## src/rtl/arb_pkg.sv

```systemverilog
// Shared definitions for the two-requester memory arbiter: FSM state
// encodings, the default burst limit and the memory strobe polarity.
package arb_pkg;

    typedef enum logic [1:0] {
        IDLE   = 2'd0,
        GRANT0 = 2'd1,
        GRANT1 = 2'd2
    } arb_state_t;

    localparam int   BURST_MAX_DEFAULT = 4;
    localparam logic STROBE_ACTIVE     = 1'b0;
    localparam logic STROBE_INACTIVE   = 1'b1;

    // Grant state that belongs to requester k.
    function automatic arb_state_t grant_of(input logic k);
        return k ? GRANT1 : GRANT0;
    endfunction

endpackage

```

## src/rtl/mem_arbiter_rr_pick.sv

```systemverilog
// Two-way round-robin pick: a lone requester wins outright; on a tie the
// requester that was not served most recently wins.
module rr_pick (
    input  logic req_0,
    input  logic req_1,
    input  logic last_served,
    output logic winner,
    output logic valid
);

    // Combinational winner selection.
    always_comb begin
        valid = req_0 | req_1;
        if (req_0 && req_1) begin
            winner = ~last_served;
        end else begin
            winner = req_1;
        end
    end

endmodule

```

## src/rtl/mem_arbiter.sv

```systemverilog
// Two-requester single-port memory arbiter. One access completes per ack
// cycle; the memory strobes, address and write data are driven
// combinationally from the current owner's request. A burst limit forces
// the grant over to a waiting requester without an idle cycle.
module mem_arbiter
    import arb_pkg::*;
#(
    parameter int BURST_MAX = BURST_MAX_DEFAULT
) (
    input  logic       clk,
    input  logic       rst,
    input  logic       req_0,
    input  logic       we_0,
    input  logic [7:0] addr_0,
    input  logic [7:0] wdata_0,
    output logic       ack_0,
    output logic [7:0] rdata_0,
    input  logic       req_1,
    input  logic       we_1,
    input  logic [7:0] addr_1,
    input  logic [7:0] wdata_1,
    output logic       ack_1,
    output logic [7:0] rdata_1,
    output logic [7:0] mem_addr,
    output logic [7:0] mem_data_out,
    input  logic [7:0] mem_in,
    output logic       R,
    output logic       W,
    output logic       busy,
    output logic       owner
);

    // Count value on which the current ack is the last one of a burst.
    localparam logic [3:0] BURST_LAST = 4'(BURST_MAX - 1);

    arb_state_t r_state;
    arb_state_t w_state_next;
    logic [3:0] r_burst_cnt;
    logic [3:0] w_burst_cnt_next;
    logic       r_last_served;
    logic       w_last_served_next;

    logic       w_pick_winner;
    logic       w_pick_valid;
    logic       w_granted;
    logic       w_sel;
    logic       w_sel_req;
    logic       w_other_req;
    logic       w_sel_we;
    logic [7:0] w_sel_addr;
    logic [7:0] w_sel_wdata;
    logic       w_active;

    rr_pick u_rr_pick (
        .req_0       (req_0),
        .req_1       (req_1),
        .last_served (r_last_served),
        .winner      (w_pick_winner),
        .valid       (w_pick_valid)
    );

    // State, burst counter and round-robin history; reset leaves requester 0
    // as the winner of the first tie.
    always_ff @(posedge clk or posedge rst) begin
        if (rst) begin
            r_state       <= IDLE;
            r_burst_cnt   <= 4'd0;
            r_last_served <= 1'b1;
        end else begin
            r_state       <= w_state_next;
            r_burst_cnt   <= w_burst_cnt_next;
            r_last_served <= w_last_served_next;
        end
    end

    // Route the owning requester's signals; an access happens only while
    // the owner is still requesting.
    always_comb begin
        w_granted   = (r_state == GRANT0) || (r_state == GRANT1);
        w_sel       = (r_state == GRANT1);
        w_sel_req   = w_sel ? req_1   : req_0;
        w_other_req = w_sel ? req_0   : req_1;
        w_sel_we    = w_sel ? we_1    : we_0;
        w_sel_addr  = w_sel ? addr_1  : addr_0;
        w_sel_wdata = w_sel ? wdata_1 : wdata_0;
        w_active    = w_granted && w_sel_req;
    end

    // Next-state logic: arbitration from IDLE, owner release, and burst
    // hand-over; the counter restarts whenever the grant moves or ends.
    always_comb begin
        w_state_next       = r_state;
        w_burst_cnt_next   = r_burst_cnt;
        w_last_served_next = w_active ? w_sel : r_last_served;
        case (r_state)
            IDLE: begin
                w_burst_cnt_next = 4'd0;
                if (w_pick_valid) begin
                    w_state_next = grant_of(w_pick_winner);
                end
            end
            GRANT0, GRANT1: begin
                if (!w_sel_req) begin
                    w_burst_cnt_next = 4'd0;
                    w_state_next     = w_other_req ? grant_of(~w_sel) : IDLE;
                end else if (r_burst_cnt == BURST_LAST) begin
                    // Wraps with no gap when nobody else is waiting.
                    w_burst_cnt_next = 4'd0;
                    if (w_other_req) begin
                        w_state_next = grant_of(~w_sel);
                    end
                end else begin
                    w_burst_cnt_next = r_burst_cnt + 4'd1;
                end
            end
            default: begin
                w_state_next     = IDLE;
                w_burst_cnt_next = 4'd0;
            end
        endcase
    end

    // Memory-side and requester-side outputs; everything is parked
    // (strobes inactive, buses zero) outside an ack cycle.
    always_comb begin
        ack_0        = 1'b0;
        ack_1        = 1'b0;
        rdata_0      = 8'd0;
        rdata_1      = 8'd0;
        R            = STROBE_INACTIVE;
        W            = STROBE_INACTIVE;
        mem_addr     = 8'd0;
        mem_data_out = 8'd0;
        if (w_active) begin
            mem_addr = w_sel_addr;
            if (w_sel_we) begin
                W            = STROBE_ACTIVE;
                mem_data_out = w_sel_wdata;
            end else begin
                R = STROBE_ACTIVE;
            end
            if (w_sel) begin
                ack_1   = 1'b1;
                rdata_1 = mem_in;
            end else begin
                ack_0   = 1'b1;
                rdata_0 = mem_in;
            end
        end
    end

    assign busy  = (r_state != IDLE);
    assign owner = r_last_served;

endmodule

```

## config.mk

```make
export PLATFORM = sky130hd
export DESIGN_NAME = mem_arbiter
export DESIGN_NICKNAME = d
export VERILOG_FILES = /design/src/rtl/arb_pkg.sv /design/src/rtl/mem_arbiter_rr_pick.sv /design/src/rtl/mem_arbiter.sv
export SDC_FILE = /design/constraint.sdc
export NUM_CORES = 1
export LEC_CHECK = 0
export BUFFER_PORTS_ARGS = -buffer_cell sky130_fd_sc_hd__buf_2
export CORE_ASPECT_RATIO = 1.25
export CORE_MARGIN = 2
export CORE_UTILIZATION = 39
export DETAILED_ROUTE_END_ITERATION = 8
export HOLD_SLACK_MARGIN = 0.02
export PLACE_DENSITY = 0.86
export SYNTH_ARGS = -nofsm -noshare
export SYNTH_HDL_FRONTEND = slang
export SYNTH_SLANG_ARGS = --single-unit
```

## constraint.sdc

```tcl
create_clock -name clk -period 3.56 [get_ports clk]
set_clock_uncertainty 0.2 [all_clocks]
set_input_delay 0.712 -clock clk [delete_from_list [all_inputs] [get_ports clk]]
set_output_delay 0.712 -clock clk [all_outputs]
set_load 0.05 [all_outputs]
```

==> flow_metrics.py <==
metrics = {
    "synth": {
        "ys.flop_type": "dfrtp_1",
        "syn_inst": 97,
        "synth.distinct_cells": 38,
        "yosys-top-cells-area": "dfrtp_1 18%, mux2i_1 9.4%, a22o_1 9.2%",
        "synth_top_area_cell": "dfrtp_1",
        "syn-cell-area_um2": 853,
        "postSynthAreaPerCell_um2": 8.80,
        "synth_nets": 148,
        "ys_seq_elements": 7,
        "async_flop_share": 1.00,
        "synth.top_cell.area_share": 0.176,
        "synth_edf_count": 0,
        "yosysWarnings": 0,
        "yosysSeqAreaShare": 0.207,
    },
    "placement": {
        "gp_congestion": 0.767,
        "hpwl_um": 2110,
        "place_area_mm2": 0.00126,
        "port_buffers": 83,
    },
    "timing": {
        "fin_crit_ns": 3.17,
        "tightest_slew_ns": 0.448,
        "slew_viol_final": 0,
        "setup_viol": 0,
        "tns_ns": 0,
        "hold_viol_final": 0,
        "post-route-period-util": 0.891,
        "maxSlewHeadroom": 0.702,
        "fmax_ghz": 0.315,
        "rsz0062_at_grt": "no",
    },
    "critical_path": {
        "cp_top_family": "simple AND/OR/NAND/NOR gates",
        "crit_buf_inv": 2,
        "startpoint_type": "flop",
        "crit_required_ns": 2.65,
        "crit_fanout": 15,
        "path_cells": "inv_1 -> ha_1 -> mux2i_2 -> nor2b_4 -> nand2_2 -> nor2_1 -> buf_2",
        "max_stage_delay_ns": 0.44,
        "critical_path_class": "reg2out",
        "critPathSlowestCell": "ha_1",
        "worstPathArrival_ns": 2.26,
        "worstSetupEndpointType": "output port",
    },
    "clock_network": {
        "cts_sinks": 7,
        "post_cts_buffers": 0,
        "cts_buffer_depth": 2,
        "cts_tree": "done",
        "cts-root-buf": "clkbuf_4",
        "cts_hold_buf": 0,
        "htreeDepth": 1,
        "ctsResizeCount": 0,
        "numCtsBuffers": 3,
        "worst_skew_pair.late_latency_ns": 0.24,
        "clkSlewWorstSetupHoldPaths_ns": 0.05,
    },
    "cells_and_area": {
        "layout-drive-gt1-share": 0.553,
        "nNetsFinal": 231,
        "postLayoutCoreUtil": 0.636,
        "antenna_cells": 0,
        "fill_cells": 184,
        "syn2layout_area_growth_pct": 51.2,
        "fin_area_mm2": 0.00129,
        "mostFrequentLayoutCells": "83 x buf_2, 11 x and2_1, 9 x a22o_1, 8 x mux2i_1, 8 x nor2_1",
        "final_common_cell": "buf_2",
    },
    "pwr": {
        "p_sw_frac": 0.620,
        "seq_power_share": 0.109,
        "combinationalPowerShare": 0.832,
        "power.internal_w": 0.000444,
        "p_total_w": 0.00117,
        "clockPowerShare": 0.059,
        "peakVddDrop_mv": 0.632,
        "p_switching_w": 0.000723,
        "cellPowerDensity_mw_per_mm2": 905,
        "leakage_nw": 0.806,
    },
    "floorplanning": {
        "die_area_mm2": 0.00258,
        "io_pins": 84,
        "die_w_um": 45.8,
        "start_util": 0.421,
        "core_area_mm2": 0.00203,
        "rows": 18,
        "die_h_um": 56.3,
    },
    "run_status": {
        "status": "completed",
    },
    "detailed_routing": {
        "vias_per_cell": 5.17,
        "drtIter0Drc": 6,
        "drc": 0,
        "routed_wl_um": 2460,
        "first_pass_iters": 4,
        "ant_nets": 0,
        "vias": 1029,
        "routedWlPerCell_um": 12.4,
    },
    "grt": {
        "grt_max_degree": 18,
        "antenna_found_initial": 0,
        "grt_pass1_vias": 894,
        "grt_use_total": 0.180,
        "grt_first_pass_wirelength_um": 3520,
        "overflow": 0,
    },
    "run": {
        "cap_violations": 0,
    },
    "min_path": {
        "hold_class": "in2async",
    },
}
==> metal layers <==
layer  track usage  up-vias  wire (um)
li1              -      508          -
met1         0.173      455        922
met2         0.360       66       1330
met3        0.0257        0        212
met4        0.0571        0          0
met5             0        -          0
==> registers in the layout (all words and copies together) (netlist names) <==
register / count
r_burst_cnt: 4
r_state: 2
owner: 1
==> power by group through the flow <==
stage | Combinational (W) | Clock [W] | Sequential, W
floorplan | 0.000781 | 0 | 0.000140
global placement | 0.000949 | 0 | 0.000126
detailed placement | 0.000973 | 0 | 0.000129
CTS | 0.000977 | 0.0000723 | 0.000127
global route | 0.00102 | 0.0000751 | 0.000131
finish | 0.000971 | 0.0000686 | 0.000127
==> kinds of logic (layout without fill, tap and decap cells) <==
group,count (synthesis),after routing,synth area share
compound gates,18,18,0.166
simple gates,41,41,0.320
fa+ha+maj,5,5,0.0733
mux,12,12,0.150
buf+inv,13,95,0.0748
xor+xnor,1,1,0.0103
flops,7,7,0.207
==> worst paths after layout <==
kind	slack, ns	start	cells past startpoint	end
max	0.39	r_state[0]$_DFFE_PP0P_	7	mem_data_out[7]
max reg2reg	1.27	r_state[0]$_DFFE_PP0P_	6	r_state[0]$_DFFE_PP0P_
max in group asynchronous	2.72	rst	2	owner$_DFFE_PP1P_
min in group clk	0.28	r_burst_cnt[0]$_DFF_PP0_	1	r_burst_cnt[0]$_DFF_PP0_
min	0.18	rst	2	r_burst_cnt[0]$_DFF_PP0_
min reg2reg	0.28	r_burst_cnt[0]$_DFF_PP0_	1	r_burst_cnt[0]$_DFF_PP0_
==> stage by stage <==
stage | instances | setup WS [ns] | hold WS [ns]
2_1_floorplan | 97 | 0.612 | 0.251
3_3_place_gp | 195 | 0.758 | 0.264
3_5_place_dp | 195 | 0.629 | 0.273
4_1_cts | 199 | 0.358 | 0.180
5_1_grt | 199 | 0.222 | 0.194
6_report | 199 | 0.387 | 0.179
==> Yosys cell counts (2+ instances only) <==
library cell   n
and2_1        11
a22o_1         9
mux2i_1        8
nor2_1         8
inv_1          7
and3_1         6
dfrtp_1        6
ha_1           5
and3_2         3
buf_2          2
mux2_1         2
nand2_1        2
nor3b_2        2
o21ai_0        2
==> worst reg2reg max path, delay by kind of cell (launching register included) <==
| family | cells | cell delay (ns) |
|---|---|---|
| adders and majority gates | 1 | 0.44 |
| buffers and inverters | 1 | 0.11 |
| AOI/OAI and AO/OA | 1 | 0.18 |
| and+or+nand+nor | 1 | 0.13 |
| DFF | 1 | 0.39 |
| muxes | 2 | 0.70 |
==> final cells by class <==
cell class	count	area (um^2)	share of cell area
inverter	7	26.3	0.0204
timing repair buffer	84	423	0.328
clock buffer	4	26.3	0.0204
tap	20	25.0	0.0194
sequential	7	176	0.137
multi-input combinational	77	613	0.475
(Power assumes the default switching activity.)
